File: src/rtl/fclass_pkg.sv
// Shared types and constants for the FCLASS classifier.
package fclass_pkg;

    localparam int unsigned CLASS_W = 10;

    // One-hot class bit positions
    localparam int unsigned CLS_NEG_INF  = 0;
    localparam int unsigned CLS_NEG_NORM = 1;
    localparam int unsigned CLS_NEG_SUB  = 2;
    localparam int unsigned CLS_NEG_ZERO = 3;
    localparam int unsigned CLS_POS_ZERO = 4;
    localparam int unsigned CLS_POS_SUB  = 5;
    localparam int unsigned CLS_POS_NORM = 6;
    localparam int unsigned CLS_POS_INF  = 7;
    localparam int unsigned CLS_SNAN     = 8;
    localparam int unsigned CLS_QNAN     = 9;

    // Decoded operand flags, carried from S1 into the S2 encoder
    typedef struct packed {
        logic sign;
        logic exp_zero;
        logic exp_ones;
        logic frac_zero;
        logic quiet;
        logic unboxed;
    } flags_t;

endpackage : fclass_pkg

File: src/rtl/fclass_decode.sv
// Combinational FCLASS decode: operand -> flags, and flags -> one-hot class mask.
module fclass_decode
    import fclass_pkg::*;
#(
    parameter int unsigned EXPWIDTH = 8,
    parameter int unsigned SIGWIDTH = 24,
    parameter int unsigned FLEN     = 64
) (
    input  logic [FLEN-1:0]    in_data,
    input  flags_t             flags,
    output flags_t             flags_c,
    output logic [CLASS_W-1:0] mask_c
);

    localparam int unsigned W = EXPWIDTH + SIGWIDTH;

    logic boxed_ok;

    // NaN-box check only exists when the register is wider than the format
    generate
        if (FLEN > W) begin : g_box
            assign boxed_ok = &in_data[FLEN-1:W];
        end else begin : g_nobox
            assign boxed_ok = 1'b1;
        end
    endgenerate

    // Extract sign/exponent/fraction properties of the operand
    always_comb begin
        flags_c           = '0;
        flags_c.sign      = in_data[W-1];
        flags_c.exp_zero  = ~|in_data[W-2:SIGWIDTH-1];
        flags_c.exp_ones  = &in_data[W-2:SIGWIDTH-1];
        flags_c.frac_zero = ~|in_data[SIGWIDTH-2:0];
        flags_c.quiet     = in_data[SIGWIDTH-2];
        flags_c.unboxed   = ~boxed_ok;
    end

    // Encode flags into exactly one class bit; a broken NaN-box reads as qNaN
    always_comb begin
        mask_c = '0;
        if (flags.unboxed) begin
            mask_c[CLS_QNAN] = 1'b1;
        end else if (flags.exp_ones) begin
            if (flags.frac_zero) begin
                if (flags.sign) mask_c[CLS_NEG_INF] = 1'b1;
                else            mask_c[CLS_POS_INF] = 1'b1;
            end else begin
                if (flags.quiet) mask_c[CLS_QNAN] = 1'b1;
                else             mask_c[CLS_SNAN] = 1'b1;
            end
        end else if (flags.exp_zero) begin
            if (flags.frac_zero) begin
                if (flags.sign) mask_c[CLS_NEG_ZERO] = 1'b1;
                else            mask_c[CLS_POS_ZERO] = 1'b1;
            end else begin
                if (flags.sign) mask_c[CLS_NEG_SUB] = 1'b1;
                else            mask_c[CLS_POS_SUB] = 1'b1;
            end
        end else begin
            if (flags.sign) mask_c[CLS_NEG_NORM] = 1'b1;
            else            mask_c[CLS_POS_NORM] = 1'b1;
        end
    end

endmodule : fclass_decode

File: src/rtl/fclass_pipe.sv
// Two-stage FCLASS pipeline with valid/ready handshake and sticky seen-class mask.
module fclass_pipe
    import fclass_pkg::*;
#(
    parameter int unsigned EXPWIDTH = 8,
    parameter int unsigned SIGWIDTH = 24,
    parameter int unsigned FLEN     = 64,
    parameter int unsigned XLEN     = 32,
    parameter int unsigned TAG_W    = 5
) (
    input  logic               clk,
    input  logic               rst,
    input  logic               in_valid,
    output logic               in_ready,
    input  logic [FLEN-1:0]    in_data,
    input  logic [TAG_W-1:0]   in_tag,
    output logic               out_valid,
    input  logic               out_ready,
    output logic [XLEN-1:0]    out_class,
    output logic [TAG_W-1:0]   out_tag,
    input  logic               seen_clr,
    output logic [CLASS_W-1:0] seen_mask
);

    logic               s1_valid;
    flags_t             s1_flags;
    logic [TAG_W-1:0]   s1_tag;
    logic               s2_valid;
    logic [CLASS_W-1:0] s2_class;
    logic [TAG_W-1:0]   s2_tag;

    flags_t             dec_flags_c;
    logic [CLASS_W-1:0] dec_mask_c;
    logic               s1_en;
    logic               s2_en;
    logic               out_hs;

    fclass_decode #(
        .EXPWIDTH (EXPWIDTH),
        .SIGWIDTH (SIGWIDTH),
        .FLEN     (FLEN)
    ) u_decode (
        .in_data  (in_data),
        .flags    (s1_flags),
        .flags_c  (dec_flags_c),
        .mask_c   (dec_mask_c)
    );

    // Stage advance: a stage moves when it is empty or its successor moves
    assign s2_en    = ~s2_valid | out_ready;
    assign s1_en    = ~s1_valid | s2_en;
    assign in_ready = s1_en;
    assign out_hs   = s2_valid & out_ready;

    assign out_valid = s2_valid;
    assign out_class = XLEN'(s2_class);
    assign out_tag   = s2_tag;

    // S1: capture decoded flags and tag on an input handshake
    always_ff @(posedge clk or posedge rst) begin
        if (rst) begin
            s1_valid <= 1'b0;
            s1_flags <= '0;
            s1_tag   <= '0;
        end else if (s1_en) begin
            s1_valid <= in_valid;
            if (in_valid) begin
                s1_flags <= dec_flags_c;
                s1_tag   <= in_tag;
            end
        end
    end

    // S2: capture encoded class mask and tag; holds while the consumer stalls
    always_ff @(posedge clk or posedge rst) begin
        if (rst) begin
            s2_valid <= 1'b0;
            s2_class <= '0;
            s2_tag   <= '0;
        end else if (s2_en) begin
            s2_valid <= s1_valid;
            if (s1_valid) begin
                s2_class <= dec_mask_c;
                s2_tag   <= s1_tag;
            end
        end
    end

    // Sticky class history; clear wipes old content but keeps a coincident delivery
    always_ff @(posedge clk or posedge rst) begin
        if (rst) begin
            seen_mask <= '0;
        end else if (seen_clr) begin
            seen_mask <= out_hs ? s2_class : '0;
        end else if (out_hs) begin
            seen_mask <= seen_mask | s2_class;
        end
    end

endmodule : fclass_pipe

File: config.mk
export PLATFORM = sky130hd
export DESIGN_NAME = fclass_pipe
export DESIGN_NICKNAME = d
export VERILOG_FILES = /design/src/rtl/fclass_pkg.sv /design/src/rtl/fclass_decode.sv /design/src/rtl/fclass_pipe.sv
export SDC_FILE = /design/constraint.sdc
export NUM_CORES = 1
export LEC_CHECK = 0
export BUFFER_PORTS_ARGS = -buffer_cell sky130_fd_sc_hd__buf_2
export CAP_MARGIN = 20
export CORE_UTILIZATION = 38
export CTS_CLUSTER_SIZE = 28
export DETAILED_ROUTE_END_ITERATION = 10
export PLACE_DENSITY = 0.75
export SLEW_MARGIN = 20
export SYNTH_ARGS = -nofsm -noshare
export SYNTH_HDL_FRONTEND = slang
export SYNTH_HIERARCHICAL = 1
export SYNTH_SLANG_ARGS = --single-unit
File: constraint.sdc
create_clock -name clk -period 1.15 [get_ports clk]
set_input_delay 0 -clock clk [delete_from_list [all_inputs] [get_ports clk]]
set_output_delay 0 -clock clk [all_outputs]
set_load 0.005 [all_outputs]
==> results.json, run 1 <==
{
  "comb_power_share_pct": 18.3,
  "synth_edf_count": 0,
  "grt_pass1_vias": 1457,
  "cp_slowest_cell": "dfrtp_2",
  "worstHoldPathType": "in -> reg",
  "powerDensity_mw_per_mm2": 1069,
  "diodes": 0,
  "max-vdd-ir-drop_uv": 459.8,
  "drt_iter0_drc": 62,
  "ys_seq_area_share_pct": 48.50,
  "htree_num_levels": 2,
  "syn_inst": 172,
  "grt_first_pass_wirelength_um": 6134,
  "grt_overflow": 0,
  "fp.dieW_um": 73.83,
  "grtUsageTotal_pct": 15.31,
  "avgViaCountPerCell": 4.493,
  "slowest_delay_ns": 0.44,
  "fin_crit_ns": 1.163,
  "worstPathCellList": "nand3b_4 -> nand2_4 -> mux2_4",
  "final-setup-viol-count": 11,
  "maxSlewViolCount": 0,
  "rows": 25,
  "cts.sinks": 38,
  "synthesis.area_mm2": 0.001961,
  "status": "complete, but fails checks",
  "synth_ff_type": "dfrtp_1",
  "grt_max_degree": 39,
  "cts_tree": "yes",
  "hold_viol": 0,
  "layout-drive-gt1-share_pct": 51.05,
  "startpoint_type": "flop",
  "area_growth_syn_to_layout_pct": 36.38,
  "avgRoutedWirePerCell_um": 11.27,
  "start_util_pct": 40.44,
  "seqPwrFrac_pct": 52.4,
  "synth_top_area_cell": "dfrtp_1",
  "p_int_mw": 2.161,
  "period_share_pct": 101.2,
  "dr.pass1.iters": 4,
  "preCtsSetupSlack_ns": -0.05493,
  "yosys_warnings": 6,
  "synth_seq_cells": 38,
  "core-area_mm2": 0.004848,
  "crit_arrival_ns": 1.34,
  "synth-compound-area-share_pct": 2.999,
  "clkPwrFrac_pct": 29.3,
  "num-nets-final": 360,
  "required_ns": 1.32,
  "dr_total_vias": 1586,
  "synth_fa_ha_area_share_pct": 0,
  "root_buffer": "clkbuf_8",
  "synth_top_family_by_area": "multiplexers",
  "dieArea_mm2": 0.005451,
  "gp_congestion": 0.8168,
  "drt-total-wl_um": 3979,
  "async_reset_ff_share_pct": 100.0,
  "cts_buffer_depth": 2,
  "antenna_found_initial": 0,
  "drc_errors": 0,
  "p_sw_mw": 0.6977,
  "synth_top_cell_area_share_pct": 48.50,
  "swShare_pct": 24.41,
  "synth_cell_types": 25,
  "yosys-top-cells-area": "dfrtp_1, mux2_4, buf_4",
  "critPathMaxFanout": 5,
  "synth_mux_area_share_pct": 18.76,
  "max_freq_mhz": 859.6,
  "syn_area_per_cell_um2": 11.40,
  "grt_setup_unrepaired": "yes",
  "totalPowerFinal_mw": 2.858,
  "hpwl_um": 3122,
  "ys_top_cells_by_count": "dfrtp_1, buf_4, mux2_4, inv_1, nand2_1",
  "io_pins": 123,
  "synth_xor_area_share_pct": 0,
  "clkSlewWorstSetupHoldPaths_ns": 0.07,
  "die_h_um": 73.83,
  "clk_latency_ns": 0.29,
  "worst_slack_ns": -0.01331,
  "ant_nets": 0,
  "p_leak_nw": 1.376,
  "violations": "setup timing",
  "cap_violations": 0,
  "cts_buffers": 5,
  "finalInstanceArea_mm2": 0.002674,
  "finClkSkew_ns": 0.002083,
  "place_area_mm2": 0.002446,
  "crit_type": "reg -> reg",
  "synth.most_common_cell": "dfrtp_1",
  "synth-simple-area-share_pct": 15.83,
  "port_buffers": 100,
  "end_kind": "flop"
}
==> worst paths after layout <==
| kind | from | endpoint | slack [ns] | cells past startpoint |
|---|---|---|---|---|
| min in group asynchronous | rst | s2_class[2] | 0.37 | 4 |
| worst max register to register | s1_valid | s1_flags[3] | -0.01 | 3 |
| max in group asynchronous | rst | s1_valid | 0.43 | 4 |
| worst min-delay path | seen_clr | seen_mask[3] | 0.005 | 2 |
| worst max-delay path | s1_valid | s1_flags[3] | -0.01 | 3 |
| worst min register to register | out_tag[4] | out_tag[4] | 0.51 | 1 |
==> stage by stage <==
stage / hold slack, ns / TNS (ns) / std cells / utilization (%)
4_1_cts: 0.001034 / -0.3369 / 352 / 54.06
6_report: 0.004517 / -0.1123 / 353 / 55.15
3_3_place_gp: 0.1275 / -0.1704 / 336 / 50.45
3_5_place_dp: 0.1344 / -0.4575 / 336 / 50.45
2_1_floorplan: 0.09645 / -0.1572 / 193 / -
5_1_grt: 0.03080 / -0.5418 / 353 / 55.15
==> cell type report <==
| cell class | instances | area (um2) |
|---|---|---|
| Clock buffer | 7 | 76.32 |
| Fill cell | 428 | 2175 |
| Inverter | 13 | 48.80 |
| Multi-Input combinational cell | 116 | 887.1 |
| Sequential cell | 38 | 954.7 |
| Tap cell | 67 | 83.83 |
| Timing Repair Buffer | 112 | 623.1 |
==> cell usage in the layout (no fill, tap or decap), drive strengths merged <==
| master | count |
|---|---|
| a31o | 1 |
| and2 | 1 |
| buf | 103 |
| clkbuf | 7 |
| conb | 22 |
| dfrtp | 38 |
| dlygate4sd3 | 9 |
| inv | 13 |
| mux2 | 26 |
| nand2 | 16 |
| nand2b | 3 |
| nand3 | 2 |
| nand3b | 1 |
| nand4 | 11 |
| nor2 | 6 |
| nor3 | 5 |
| nor4 | 9 |
| o21ai | 10 |
| or2b | 1 |
| or4 | 2 |
==> registers in the layout (all words and copies together), names as in the netlist <==
name	flops
s1_flags	6
out_valid	1
s1_tag	5
seen_mask	10
s2_class	10
s1_valid	1
out_tag	5
==> repair_timing <==
| action | in CTS | in global routing |
|---|---|---|
| pin swaps | 0 | 4 |
| buffers inserted | 0 | 0 |
| gates resized for setup | 1 | 10 |
| hold buffers | 9 | 0 |
| gates cloned | 0 | 1 |
| hold endpoints to repair | 46 | 0 |
| setup endpoints to repair | 26 | 30 |
==> per-layer routing <==
metal  vias up  track usage [%]  share of wire, %
met4         0            8.974               2.2
met3         6            3.429               6.7
met1       720            16.06                40
li1        780                -                 -
met2        80            27.83                51
met5         -                0                 0
==> cell families after synthesis <==
logic type / count (synthesis)
AO/OA/AOI/OAI: 11
other: 1
flip-flops: 38
multiplexers: 26
AND/OR/NAND/NOR: 56
buffers and inverters: 40
==> power groups by stage <==
| stage | Clock [mW] | Sequential, mW | Combinational [mW] |
|---|---|---|---|
| 6_report | 0.837 | 1.50 | 0.524 |
| 5_1_grt | 0.918 | 1.51 | 0.575 |
| 4_1_cts | 0.863 | 1.50 | 0.507 |
| 3_5_place_dp | 0 | 1.52 | 0.476 |
| 3_3_place_gp | 0 | 1.52 | 0.465 |
| 2_1_floorplan | 0 | 1.51 | 0.331 |
==> critical path: cells and delay by family, from the launching register on <==
| family | cells | cell delay, ns |
|---|---|---|
| DFF | 1 | 0.44 |
| muxes | 1 | 0.30 |
| and+or+nand+nor | 2 | 0.31 |
No activity file was read; power rests on OpenSTA's default activity.
==> run 2: changes to the inputs <==
Settings changed: PLACE_DENSITY 0.75 to 0.77, SYNTH_HIERARCHICAL 1 to default.
==> run 2 against run 1 <==
  * Total power up 10%
  * Sequential power about the same
  * Area after synthesis down 5.7%
  * Combinational power up 5.5%
  * Via count up 3.8%
  * Fmax down 2.7%
  * First-iteration DRC count down 19%
  * The run ends with hold timing, setup timing left
  * Worst setup slack worse by 0.032 ns
  * Hold slack worse by 0.0047 ns
==> results.json, run 2 <==
{
  "status": "complete, but fails checks",
  "violations": "hold timing, setup timing",
  "crit_family": "flip-flops",
  "finalInstanceArea_mm2": 0.002635,
  "comb_power_share_pct": 17.6,
  "num-nets-final": 367,
  "worst_slack_ns": -0.04509,
  "io_pins": 123,
  "gp_congestion": 0.8286,
  "period_share_pct": 103.9,
  "finClkSkew_ns": 0.003396,
  "drt_iter0_drc": 50,
  "avgRoutedWirePerCell_um": 12.73,
  "die_h_um": 71.74,
  "layout-drive-gt1-share_pct": 48.30,
  "grt_pass1_vias": 1618,
  "worstPathCellList": "nand2b_4 -> and2_4 -> mux2_4",
  "drc_errors": 0,
  "diodes": 0,
  "seqPwrFrac_pct": 47.4,
  "synth.most_common_cell": "dfrtp_1",
  "synth_top_area_cell": "dfrtp_1",
  "hpwl_um": 3457,
  "powerDensity_mw_per_mm2": 1193,
  "final_common_cell": "buf_2",
  "clkPwrFrac_pct": 35.0,
  "p_leak_nw": 1.370,
  "maxSlewViolCount": 0,
  "max-vdd-ir-drop_uv": 502.0,
  "grt_setup_unrepaired": "yes",
  "area_growth_syn_to_layout_pct": 42.59,
  "largest_registers": "s2_class: 10 flops, seen_mask: 10 flops, s1_flags: 6 flops",
  "ys_top_cells_by_count": "dfrtp_1, buf_4, inv_1, nand4_1",
  "ant_nets": 0,
  "synth_top_cell_area_share_pct": 51.46,
  "syn_inst": 172,
  "synth_ff_type": "dfrtp_1",
  "multi_input_area_um2": 792.0,
  "top_usage_layer": "met2",
  "met2_usage_pct": 33.86,
  "grt_first_pass_wirelength_um": 7334,
  "worstHoldPathType": "in -> reg",
  "port_buffers": 100,
  "cp_slowest_cell": "dfrtp_2",
  "cts.sinks": 38,
  "max_freq_mhz": 836.8,
  "htree_num_levels": 2,
  "crit_arrival_ns": 1.37,
  "syn_area_per_cell_um2": 10.74,
  "setup_tns_ns": -0.4434,
  "seq_area_um2": 952.2,
  "dieArea_mm2": 0.005146,
  "cts_tree": "yes",
  "synthesis.area_mm2": 0.001848,
  "yosys-top-cells-area": "dfrtp_1, buf_4, mux2_2",
  "hold-worst-slack_ns": -0.0002293,
  "cap_violations": 0,
  "clkSlewWorstSetupHoldPaths_ns": 0.07,
  "core-area_mm2": 0.004692,
  "ys_seq_area_share_pct": 51.46,
  "rows": 25,
  "hold_viol": 1,
  "dr.pass1.iters": 2,
  "synth_seq_cells": 38,
  "use_met3_pct": 5.345,
  "worst-path-buf-inv": 0,
  "grt_overflow": 0,
  "synth_edf_count": 0,
  "root_buffer": "clkbuf_8",
  "p_sw_mw": 0.7394,
  "fillerInstances": 398,
  "synth_cell_types": 29,
  "async_reset_ff_share_pct": 100.0,
  "critPathMaxFanout": 8,
  "slowest_delay_ns": 0.45,
  "grtUsageTotal_pct": 18.60,
  "final_core_util_pct": 56.16,
  "preCtsSetupSlack_ns": -0.2071,
  "most-common-layout-cells": "buf_2, dfrtp_1, conb_1, inv_1, mux2_4",
  "cts_buffers": 5,
  "antenna_found_initial": 0,
  "p_int_mw": 2.404,
  "place_area_mm2": 0.002380,
  "dr_total_vias": 1646,
  "cts_buffer_depth": 2,
  "final-setup-viol-count": 14,
  "gr-usage-met1_pct": 20.61,
  "required_ns": 1.33,
  "end_kind": "flop",
  "avgViaCountPerCell": 4.730,
  "crit_type": "reg -> reg",
  "drt-total-wl_um": 4431,
  "start_util_pct": 39.39,
  "fin_crit_ns": 1.195,
  "startpoint_type": "flop",
  "fp.dieW_um": 71.74,
  "grt_max_degree": 21,
  "yosys_warnings": 0,
  "clk_latency_ns": 0.29,
  "swShare_pct": 23.52
}
## run 2: cell types whose count changed in the layout (fill, tap and decap cells not counted), sizes merged, moves of 3 or more
| cell | before | now |
|---|---|---|
| mux2 | 26 | 15 |
| buf | 103 | 111 |
| a21oi | 0 | 4 |
| nand2 | 16 | 12 |
| o2bb2ai | 0 | 4 |
| and2 | 1 | 4 |
| inv | 13 | 16 |
| nor3 | 5 | 2 |
## run 2: cells by family (layout without fill, tap and decap cells)
kind of cell / count (synthesis) / count (layout) / share of synthesized area, %
compound gates: 25 / 25 / 8.395
buf+inv: 42 / 142 / 13.47
flops: 38 / 38 / 51.46
mux: 15 / 15 / 10.36
other cells: 1 / 22 / 0.2029
simple gates: 51 / 52 / 16.11
## run 2: path summary, 6_finish.rpt
check	from	to	slack [ns]	cells after the start
setup / recovery	out_valid	out_tag[3]	-0.05	3
hold / removal	in_data[31]	s1_flags[5]	-0.0002	3
setup reg to reg	out_valid	out_tag[3]	-0.05	3
hold reg to reg	s2_class[0]	seen_mask[0]	0.51	2
max in group asynchronous	rst	out_valid	0.62	4
min in group asynchronous	rst	seen_mask[7]	0.29	4
## run 2: timing repair
item                       4_1_cts  5_1_grt
buffers inserted                 1        1
gates cloned                     1        0
hold endpoints to repair        44        0
resized for setup               13        5
setup endpoints to repair       20       30
hold buffers                     7        0
pin swaps                        1        0
## run 2: worst register-to-register path, stage by stage, from the launching register on
cell and delay (ns):
dfrtp_2 0.45, nand2b_4 0.08, and2_4 0.23, mux2_4 0.32
## run 2: stage by stage
step / std cells / power, mW
after floorplan: 193 / 1.788
after global placement: 330 / 1.976
after detailed placement: 330 / 1.990
after CTS: 347 / 3.155
after global routing: 348 / 3.286
final: 348 / 3.144
## run 2: cell type report
type / instances / area share, %
inverter: 16 / 2.279
sequential: 38 / 36.13
multi-input combinational: 114 / 30.06
clock inverter: 1 / 1.140
clock buffer: 7 / 2.896
tap: 54 / 2.564
timing repair buffer: 118 / 24.93
## run 2: power by group through the flow
stage               Combinational (mW)  Clock [mW]  Sequential (mW)
finish                           0.553        1.10             1.49
global route                     0.608        1.17             1.50
CTS                              0.544        1.12             1.49
detailed placement               0.477           0             1.51
global placement                 0.465           0             1.51
floorplan                        0.280           0             1.51
## run 2: layer usage
metal / vias up / wire (um)
met5: - / 0
met4: 0 / 86
met3: 8 / 282
met2: 83 / 2255
met1: 754 / 1806
li1: 801 / -
==> run 3: changes to the inputs <==
Settings changed: ABC_AREA from default to 1, CORE_MARGIN from default to 2, PLACE_DENSITY 0.77 to 0.76.
==> run 3 against run 2 <==
  * The run now ends clean
  * Area after synthesis is 4.5% higher
  * Cell area is 2.5% higher
  * Via count is 12% higher
  * Sequential share of layout area is 0.93 points lower
  * Final cell count is 22% higher
  * Total power is 7.4% higher
  * Combinational power is 22% higher
  * Critical endpoint is now s2_class[3]
  * Critical path depth is 4 higher
  * Highest routed layer unchanged
  * Fmax is 7.6% higher
  * Non-clock buffer count is 1 higher
==> results.json, run 3 <==
{
  "p_leak_nw": 1.460,
  "grt_overflow": 0,
  "cts_buffer_depth": 2,
  "crit_type": "in -> reg",
  "avgRoutedWirePerCell_um": 10.31,
  "crit_arrival_ns": 1.33,
  "fillerInstances": 470,
  "synthesis.area_mm2": 0.001931,
  "crit-reg2reg-launch": "out_valid",
  "critPathMaxFanout": 8,
  "root_buffer": "clkbuf_8",
  "multi_input_area_um2": 768.2,
  "dieArea_mm2": 0.005666,
  "worstHoldPathType": "in -> reg",
  "syn_inst": 238,
  "drt_iter0_drc": 58,
  "maxSlewViolCount": 0,
  "avgViaCountPerCell": 4.315,
  "largest_registers": "s2_class: 10 flops, seen_mask: 10 flops, s1_flags: 6 flops",
  "core-area_mm2": 0.004817,
  "port_buffers": 100,
  "r2r_slack_ns": 0.06,
  "yosys_warnings": 0,
  "hold_depth": 4,
  "hp-start": "in_data[27]",
  "ys_top_cells_by_count": "nand2_1, dfrtp_1, nor2_1, inv_1, buf_4",
  "hold_viol": 0,
  "antenna_found_initial": 0,
  "area_growth_syn_to_layout_pct": 39.92,
  "r2r_cells": 4,
  "num-nets-final": 432,
  "rr_endpoint": "s2_class[3]",
  "io_pins": 123,
  "htree_num_levels": 2,
  "period_share_pct": 96.56,
  "dr.pass1.iters": 4,
  "diodes": 0,
  "startpoint_type": "primary input",
  "hpwl_um": 3521,
  "final_common_cell": "buf_2",
  "cts_buffers": 5,
  "setup_tns_ns": 0,
  "synth_seq_cells": 38,
  "required_ns": 1.37,
  "ant_nets": 0,
  "powerDensity_mw_per_mm2": 1250,
  "die_h_um": 75.28,
  "synth_edf_count": 0,
  "cts_tree": "yes",
  "drt-total-wl_um": 4394,
  "end_kind": "flop",
  "status": "finished clean",
  "async_reset_ff_share_pct": 100.0,
  "syn_area_per_cell_um2": 8.112,
  "grt_setup_unrepaired": "yes",
  "synth_top_area_cell": "dfrtp_1",
  "synth_cell_types": 21,
  "grt_pass1_vias": 1748,
  "synth_top_cell_area_share_pct": 49.25,
  "fin_crit_ns": 1.110,
  "yosys-top-cells-area": "dfrtp_1, nand2_1, buf_4",
  "most-common-layout-cells": "buf_2, nand2_1, dfrtp_1, nor2_1, inv_1",
  "cap_violations": 0,
  "synth_ff_type": "dfrtp_1",
  "cts.sinks": 38,
  "layout-drive-gt1-share_pct": 35.93,
  "clk_latency_ns": 0.29,
  "seq_area_um2": 950.9,
  "hold-worst-slack_ns": 0.002336,
  "ys_seq_area_share_pct": 49.25,
  "grtUsageTotal_pct": 16.77,
  "gp_congestion": 0.9061,
  "max-vdd-ir-drop_uv": 461.8,
  "start_util_pct": 40.08,
  "postCtsSetupBuffers": 0,
  "dr_total_vias": 1838,
  "clkSlewWorstSetupHoldPaths_ns": 0.08,
  "rows": 25,
  "grt_max_degree": 39,
  "totalPowerFinal_mw": 3.376,
  "drc_errors": 0,
  "grt_first_pass_wirelength_um": 7113,
  "hold_path_end": "s1_flags[4]",
  "final-setup-viol-count": 0,
  "max_freq_mhz": 900.5,
  "finClkSkew_ns": 0.008943,
  "fp.dieW_um": 75.28,
  "synth.most_common_cell": "nand2_1"
}
==> run 3: repair_timing <==
| item | CTS | global route |
|---|---|---|
| endpoints found under the hold margin | 47 | 0 |
| resized for setup | 2 | 3 |
| hold buffers | 10 | 0 |
| pin swaps | 0 | 1 |
| endpoints found under the setup margin | 5 | 16 |
==> run 3: worst max-delay path, cell delays in order <==
cell and delay (ns):
dlygate4sd3_1 0.52, buf_2 0.13, inv_2 0.07, a21oi_4 0.25
buf_4 0.18, nand3_2 0.09, o22ai_2 0.09
==> run 3: cell families after synthesis <==
group           Yosys count  share of synthesized area, %
simple gates            117                         25.15
buf+inv                  57                         16.33
flops                    38                         49.25
compound gates           25                         9.073
other cells               1                        0.1942
==> run 3: how the worst max path moves through the flow <==
stage                          from     endpoint  slack [ns]  depth (start not counted)
after floorplan           out_valid  s2_class[0]         0.1                          4
after global placement    out_valid  s2_class[3]        0.04                          4
after detailed placement  out_valid  s2_class[1]       -0.02                          4
after CTS                 out_valid  s1_flags[3]       0.008                          6
after global routing      out_ready  s2_class[3]       -0.02                          7
final                     out_ready  s2_class[3]        0.04                          7
==> run 3: final cells by class <==
class	instances	share of cell area (%)
clock buffers	5	2.547
clock inverters	3	1.667
inverters	30	4.169
multi-input cells	164	28.44
flip-flops and latches	38	35.20
well taps	67	3.103
repair buffers	119	24.87
==> run 3: through the flow <==
stage / area, um2 / setup WS [ns] / instances / util, %
floorplan: 2009 / 0.09771 / 259 / -
global placement: 2459 / 0.03682 / 408 / 51.04
detailed placement: 2459 / -0.02025 / 408 / 51.04
CTS: 2685 / 0.007549 / 426 / 55.74
global route: 2701 / -0.02477 / 426 / 56.08
finish: 2701 / 0.03953 / 426 / 56.08
==> run 3: power by group <==
group	total, mW	internal [mW]	switching (mW)
registers	1.57	1.48	0.0945
logic	0.677	0.328	0.349
clock network	1.13	0.645	0.483
==> run 3: per-layer routing <==
metal	routed length, um	track usage (%)
met4	95	7.407
met1	1859	18.44
met2	2155	30.31
met3	283	4.418
met5	0	0
